[config.mk]
export PLATFORM = sky130hd
export DESIGN_NAME = idma_read_port_scheduler_flat
export DESIGN_NICKNAME = d
export VERILOG_FILES = /design/src/rtl/idma_read_port_scheduler_if.sv /design/src/rtl/idma_read_port_scheduler.sv /design/src/flat_wrapper.sv
export SDC_FILE = /design/constraint.sdc
export NUM_CORES = 1
export LEC_CHECK = 0
export BUFFER_PORTS_ARGS = -buffer_cell sky130_fd_sc_hd__buf_2
export CORE_MARGIN = 5
export CORE_UTILIZATION = 54
export CTS_BUF_LIST = sky130_fd_sc_hd__clkbuf_8
export DETAILED_ROUTE_END_ITERATION = 8
export GPL_ROUTABILITY_DRIVEN = 1
export GPL_TIMING_DRIVEN = 1
export PLACE_DENSITY = 0.81
export RECOVER_POWER = 100
export SKIP_LAST_GASP = 1
export SYNTH_ARGS = -nofsm -noshare
export SYNTH_HDL_FRONTEND = slang
export SYNTH_SLANG_ARGS = --single-unit
[constraint.sdc]
create_clock -name clk_i -period 3.75 [get_ports clk_i]
set_clock_uncertainty 0.05 [all_clocks]
set_input_delay 0.375 -clock clk_i [delete_from_list [all_inputs] [get_ports clk_i]]
set_output_delay 0.375 -clock clk_i [all_outputs]
set_load 0.01 [all_outputs]
[src/rtl/idma_read_port_scheduler_if.sv]
// Meta and datapath handshake bundle between the iDMA read backend and its AXI/OBI read ports.
// The slave modport is the scheduler's view; the master modport is the surrounding logic's view.
interface idma_read_port_scheduler_if #(
  parameter int unsigned NumAxiPorts = 2
);
  localparam int unsigned IdWidth = $clog2(NumAxiPorts + 1);

  logic                     ar_valid_i;
  logic                     ar_ready_o;
  logic                     ar_src_axi_i;
  logic [NumAxiPorts-1:0]   axi_ar_valid_o;
  logic [NumAxiPorts-1:0]   axi_ar_ready_i;
  logic                     obi_ar_valid_o;
  logic                     obi_ar_ready_i;
  logic                     r_dp_valid_i;
  logic                     r_dp_ready_o;
  logic [NumAxiPorts:0]     r_dp_valid_o;
  logic [NumAxiPorts:0]     r_dp_ready_i;
  logic [IdWidth-1:0]       sel_o;
  logic                     sel_valid_o;
  logic                     busy_o;

  modport slave (
    input  ar_valid_i, ar_src_axi_i, axi_ar_ready_i, obi_ar_ready_i,
    input  r_dp_valid_i, r_dp_ready_i,
    output ar_ready_o, axi_ar_valid_o, obi_ar_valid_o,
    output r_dp_ready_o, r_dp_valid_o, sel_o, sel_valid_o, busy_o
  );

  modport master (
    output ar_valid_i, ar_src_axi_i, axi_ar_ready_i, obi_ar_ready_i,
    output r_dp_valid_i, r_dp_ready_i,
    input  ar_ready_o, axi_ar_valid_o, obi_ar_valid_o,
    input  r_dp_ready_o, r_dp_valid_o, sel_o, sel_valid_o, busy_o
  );
endinterface

[src/rtl/idma_read_port_scheduler.sv]
// Routes read meta requests round-robin over AXI ports (or to OBI) and replays the grant order on the datapath.
// Meta path is combinational; a granted ID reaches sel_o one cycle later; a full order FIFO stalls ar_ready_o.
module idma_read_port_scheduler #(
  parameter int unsigned NumAxiPorts = 2,
  parameter int unsigned OrderDepth  = 4
) (
  input  logic                     clk_i,
  input  logic                     rst_i,
  idma_read_port_scheduler_if.slave bus
);
  localparam int unsigned IdWidth  = $clog2(NumAxiPorts + 1);
  localparam int unsigned PtrWidth = $clog2(OrderDepth);
  localparam int unsigned CntWidth = $clog2(OrderDepth + 1);
  localparam int unsigned RrWidth  = (NumAxiPorts > 1) ? $clog2(NumAxiPorts) : 1;

  typedef logic [IdWidth-1:0] id_t;

  id_t                 order_q [OrderDepth];
  logic [PtrWidth-1:0] wr_ptr_q, rd_ptr_q;
  logic [CntWidth-1:0] count_q;
  logic [RrWidth-1:0]  rr_q;

  logic                   not_full, not_empty;
  logic                   grant_found;
  logic [RrWidth-1:0]     grant_idx, cand, rr_next;
  logic                   push, pop;
  id_t                    head_id, push_id;
  logic [NumAxiPorts-1:0] axi_valid;
  logic [NumAxiPorts:0]   r_dp_valid;

  assign not_full  = (count_q != CntWidth'(OrderDepth));
  assign not_empty = (count_q != '0);
  assign head_id   = order_q[rd_ptr_q];

  // First ready AXI port at or after the round-robin pointer, wrapping around.
  always_comb begin
    grant_found = 1'b0;
    grant_idx   = '0;
    cand        = '0;
    for (int unsigned i = 0; i < NumAxiPorts; i++) begin
      cand = RrWidth'((32'(rr_q) + i) % NumAxiPorts);
      if (!grant_found && bus.axi_ar_ready_i[cand]) begin
        grant_found = 1'b1;
        grant_idx   = cand;
      end
    end
  end

  assign rr_next = RrWidth'((32'(grant_idx) + 1) % NumAxiPorts);
  assign push_id = bus.ar_src_axi_i ? IdWidth'(grant_idx) : IdWidth'(NumAxiPorts);

  // Only count gates the meta side, so datapath pops never feed back into ar_ready_o.
  assign bus.ar_ready_o     = not_full & (bus.ar_src_axi_i ? grant_found : bus.obi_ar_ready_i);
  assign bus.obi_ar_valid_o = bus.ar_valid_i & ~bus.ar_src_axi_i & not_full;

  always_comb begin
    axi_valid = '0;
    if (bus.ar_valid_i && bus.ar_src_axi_i && not_full && grant_found) begin
      axi_valid[grant_idx] = 1'b1;
    end
  end
  assign bus.axi_ar_valid_o = axi_valid;

  always_comb begin
    r_dp_valid = '0;
    if (not_empty) begin
      r_dp_valid[head_id] = bus.r_dp_valid_i;
    end
  end
  assign bus.r_dp_valid_o = r_dp_valid;
  assign bus.r_dp_ready_o = not_empty & bus.r_dp_ready_i[head_id];

  assign push = bus.ar_valid_i & bus.ar_ready_o;
  assign pop  = bus.r_dp_valid_i & bus.r_dp_ready_o;

  assign bus.sel_o       = not_empty ? head_id : '0;
  assign bus.sel_valid_o = not_empty;
  assign bus.busy_o      = not_empty;

  always_ff @(posedge clk_i) begin
    if (push) begin
      order_q[wr_ptr_q] <= push_id;
    end
  end

  always_ff @(posedge clk_i) begin
    if (rst_i) begin
      wr_ptr_q <= '0;
      rd_ptr_q <= '0;
      count_q  <= '0;
      rr_q     <= '0;
    end else begin
      if (push) begin
        wr_ptr_q <= wr_ptr_q + PtrWidth'(1);
      end
      if (pop) begin
        rd_ptr_q <= rd_ptr_q + PtrWidth'(1);
      end
      if (push && !pop) begin
        count_q <= count_q + CntWidth'(1);
      end else if (pop && !push) begin
        count_q <= count_q - CntWidth'(1);
      end
      if (push && bus.ar_src_axi_i) begin
        rr_q <= rr_next;
      end
    end
  end

  // A stalled meta request must keep its source protocol until accepted.
  src_stable_a: assert property (@(posedge clk_i) disable iff (rst_i)
    (bus.ar_valid_i && !bus.ar_ready_o) |=>
      (!bus.ar_valid_i || (bus.ar_src_axi_i == $past(bus.ar_src_axi_i))));
endmodule
[src/flat_wrapper.sv]
// flat-port wrapper written by rule: the top's interface ports become plain ports
module idma_read_port_scheduler_flat 
#(
  parameter int unsigned NumAxiPorts = 2,
  parameter int unsigned OrderDepth  = 4
)
  (clk_i, rst_i, bus_ar_valid_i, bus_ar_src_axi_i, bus_axi_ar_ready_i, bus_obi_ar_ready_i, bus_r_dp_valid_i, bus_r_dp_ready_i, bus_ar_ready_o, bus_axi_ar_valid_o, bus_obi_ar_valid_o, bus_r_dp_ready_o, bus_r_dp_valid_o, bus_sel_o, bus_sel_valid_o, bus_busy_o);
  idma_read_port_scheduler_if #(.NumAxiPorts(NumAxiPorts)) bus_i ();
  input  logic clk_i;
  input  logic rst_i;
  input wire logic [$bits(bus_i.ar_valid_i)-1:0] bus_ar_valid_i;
  input wire logic [$bits(bus_i.ar_src_axi_i)-1:0] bus_ar_src_axi_i;
  input wire logic [$bits(bus_i.axi_ar_ready_i)-1:0] bus_axi_ar_ready_i;
  input wire logic [$bits(bus_i.obi_ar_ready_i)-1:0] bus_obi_ar_ready_i;
  input wire logic [$bits(bus_i.r_dp_valid_i)-1:0] bus_r_dp_valid_i;
  input wire logic [$bits(bus_i.r_dp_ready_i)-1:0] bus_r_dp_ready_i;
  output wire logic [$bits(bus_i.ar_ready_o)-1:0] bus_ar_ready_o;
  output wire logic [$bits(bus_i.axi_ar_valid_o)-1:0] bus_axi_ar_valid_o;
  output wire logic [$bits(bus_i.obi_ar_valid_o)-1:0] bus_obi_ar_valid_o;
  output wire logic [$bits(bus_i.r_dp_ready_o)-1:0] bus_r_dp_ready_o;
  output wire logic [$bits(bus_i.r_dp_valid_o)-1:0] bus_r_dp_valid_o;
  output wire logic [$bits(bus_i.sel_o)-1:0] bus_sel_o;
  output wire logic [$bits(bus_i.sel_valid_o)-1:0] bus_sel_valid_o;
  output wire logic [$bits(bus_i.busy_o)-1:0] bus_busy_o;
  assign bus_i.ar_valid_i = bus_ar_valid_i;
  assign bus_i.ar_src_axi_i = bus_ar_src_axi_i;
  assign bus_i.axi_ar_ready_i = bus_axi_ar_ready_i;
  assign bus_i.obi_ar_ready_i = bus_obi_ar_ready_i;
  assign bus_i.r_dp_valid_i = bus_r_dp_valid_i;
  assign bus_i.r_dp_ready_i = bus_r_dp_ready_i;
  assign bus_ar_ready_o = bus_i.ar_ready_o;
  assign bus_axi_ar_valid_o = bus_i.axi_ar_valid_o;
  assign bus_obi_ar_valid_o = bus_i.obi_ar_valid_o;
  assign bus_r_dp_ready_o = bus_i.r_dp_ready_o;
  assign bus_r_dp_valid_o = bus_i.r_dp_valid_o;
  assign bus_sel_o = bus_i.sel_o;
  assign bus_sel_valid_o = bus_i.sel_valid_o;
  assign bus_busy_o = bus_i.busy_o;
  idma_read_port_scheduler #(.NumAxiPorts(NumAxiPorts), .OrderDepth(OrderDepth)) u_core (.clk_i(clk_i), .rst_i(rst_i), .bus(bus_i));
endmodule
==> impl_metrics.json <==
{
  "synth.net_count": 108,
  "hold_path.startpoint": "bus_axi_ar_ready_i[0]",
  "full_die_area_um2": 2790,
  "netlist-cell-type-count": 33,
  "max_incr_delay_on_cp_ns": 0.58,
  "crit_type": "flip-flop to flip-flop",
  "drt_iter0_drc": 9,
  "numPlacedInstances": 136,
  "timing.critical_path.mode_cell": "inv_1",
  "globalRouteOverflowTotal": 0,
  "mappedNetlistArea_um2": 991,
  "peakVddDrop_v": 0.000376,
  "area_growth_pct": 15.4,
  "final_min_period_over_clock_period_pct": 76.8,
  "detailedRoute.firstPassIterationCount": 3,
  "cts_num_sinks": 18,
  "post-route-drc-count": 0,
  "vias": 720,
  "clock_latency_reported_for_the_late_side_of_the_worst_skew_pair_ns": 0.25,
  "arrival_ns": 3.02,
  "avgViaCountPerCell": 5.14,
  "port_buffers": 22,
  "final_layout_size_suffix_gt1_share_pct": 15.7,
  "clock_tree_from_tritoncts": "yes",
  "grt_util_all_layers_pct": 16.9,
  "seqCellArea_um2": 440,
  "avgRoutedWirePerCell_um": 13.5,
  "cp-start-kind": "flip-flop",
  "worst_setup_hold_path_clk_slew_ns": 0.07,
  "first_global_vias": 795,
  "maxSlewViolCount": 0,
  "cts_resized": 0,
  "synthTopCellsByArea": "edfxtp_1 24%, dfxtp_1 20%, ha_1 6.3%",
  "fin_nets": 133,
  "critical_path.slowest_cell": "mux4_2",
  "setup_total_negative_slack_ns": 0,
  "postRouteWirelength_um": 1890,
  "status": "finished, final reports clean",
  "ctsHoldBuffers": 0,
  "antenna_cells_inserted": 0,
  "tritoncts.num_buffers": 3,
  "netlist_instances": 91,
  "synth_largest_type_area_fraction_pct": 24.2,
  "core-area_um2": 1730,
  "max_slew_margin_pct": 62.8,
  "crit_family": "multiplexers",
  "cp_cell_sequence": "mux4_2 -> mux2i_1 -> o2bb2ai_1 -> inv_1 -> ha_1 -> inv_1 -> fa_1 -> xor2_1 -> or3_1 -> a21oi_1",
  "timing.max_cap.violations": 0,
  "yosys_warning_total": 0,
  "final_replace_weighted_congestion": 0.746,
  "maximum_number_of_pins_on_one_net_before_global_route_repair": 11,
  "grt_first_pass_wirelength_um": 3340,
  "worst_setup_path_end_kind": "flip-flop",
  "crit_path_max_fanout": 6,
  "achievable-frequency_ghz": 0.347,
  "dpl.hpwl_um": 1550,
  "hold_path.class": "input pin to flip-flop",
  "multi_input_area_um2": 495,
  "yosysTopAreaCell": "edfxtp_1",
  "layout_min_cycle_time_ns": 2.88,
  "top_level_ports": 23,
  "dieWidth_um": 52.8,
  "htree_num_levels": 1,
  "tightestPinTransition_ns": 0.558,
  "synthesis.area_per_instance_um2": 10.9,
  "timing.final.hold_violations": 0,
  "die_h_um": 52.8,
  "timing.final.setup_violations": 0,
  "drt.antenna.violating_nets": 0,
  "initial_standard_cell_utilization_of_the_core_pct": 57.4,
  "final_cells": 140,
  "clockBufferDepth": 2,
  "synth.ff_latch_count": 18,
  "postCtsSetupRepairBufs": 0,
  "seq_area_frac_synth_pct": 44.4,
  "rsz0062_at_grt": "no",
  "total_of_fill_cells_in_the_finished_design": 157,
  "num_rows": 15,
  "cp.required_ns": 3.88,
  "clock_tree.root_cell": "clkbuf_8",
  "cellPowerDensity_nw_per_um2": 633,
  "antenna_found_initial": 0,
  "leakage_nw": 0.467,
  "timing.critical_path.buf_inv": 2
}
==> layout by cell type (no fill, tap or decap), types with 5 or more instances in the layout <==
cell type / instances
a21oi_1: 5
and2_0: 7
buf_2: 12
clkbuf_1: 10
dfxtp_1: 10
edfxtp_1: 8
ha_1: 5
inv_1: 9
nor2_1: 11
==> cells in the mapped netlist <==
library cell   n
a2111oi_4      1
a211oi_1       1
a21oi_1        5
a41o_1         1
and2_1         7
and3b_1        1
buf_4          1
clkbuf_1       1
dfxtp_1       10
edfxtp_1       8
fa_1           1
ha_1           5
inv_1          9
mux2_1         3
mux2i_1        2
mux2i_2        1
mux4_2         2
nand2_1        3
nand2b_1       1
nand3_1        1
nand3b_1       1
nand4bb_1      1
nor2_1        11
nor2b_1        3
nor3_1         1
nor3b_1        1
o21ai_0        2
o2bb2ai_2      1
o31a_1         1
o31ai_1        1
or3_1          1
xnor2_1        1
xor2_1         2
==> per-stage QoR <==
step / cell area [um^2] / hold slack, ns / setup WS [ns] / total power, mW / util, %
2_1_floorplan: 991 / 0.405 / 1.12 / 0.519 / -
3_3_place_gp: 1120 / 0.421 / 1.10 / 0.594 / 64.9
3_5_place_dp: 1120 / 0.441 / 0.944 / 0.610 / 64.9
4_1_cts: 1170 / 0.367 / 0.909 / 0.747 / 67.5
5_1_grt: 1140 / 0.373 / 0.735 / 0.790 / 66.2
6_report: 1140 / 0.373 / 0.868 / 0.724 / 66.2
==> worst min-delay path, stage by stage <==
cell     delay (ns)
buf_2          0.11
nand3_1        0.08
a21oi_1        0.07
==> worst paths after layout <==
check,end,slack [ns],cells past startpoint
worst max-delay path,u_core.count_q[2],0.87,10
worst min-delay path,u_core.rr_q,0.37,3
worst max register to register,u_core.count_q[2],0.87,10
worst min register to register,u_core.rr_q,0.45,2
==> power by group <==
group | internal [mW] | total, mW | switching [mW]
Combinational | 0.127 | 0.303 | 0.176
Sequential | 0.241 | 0.286 | 0.0455
Clock | 0.0728 | 0.135 | 0.0624
==> layer usage <==
metal  track usage [%]  part of all wire [%]  vias to the layer above
met1              17.7                    42                      326
met3              3.13                   7.7                        5
met2              30.4                    47                       26
li1                  -                     -                      363
met5                 0                     0                        -
met4              11.1                   2.6                        0
==> layout make-up <==
| class | count | share of cell area, % |
|---|---|---|
| tap | 25 | 2.74 |
| timing repair buffer | 22 | 8.53 |
| inverter | 9 | 2.95 |
| multi-input combinational | 62 | 43.3 |
| clock buffer | 3 | 3.61 |
| sequential | 18 | 38.5 |
| clock inverter | 1 | 0.328 |
==> cell families (layout without fill, tap and decap cells) <==
group           Yosys count  in the layout  share of synthesized area (%)
buf+inv                  11             35                           4.55
simple gates             32             32                           17.4
compound gates           13             13                           11.2
flops                    18             18                           44.4
fa+ha+maj                 6              6                           8.33
xor+xnor                  3              3                           2.65
mux                       8              8                           11.4
Note: power is estimated with default switching activity, not from simulation.
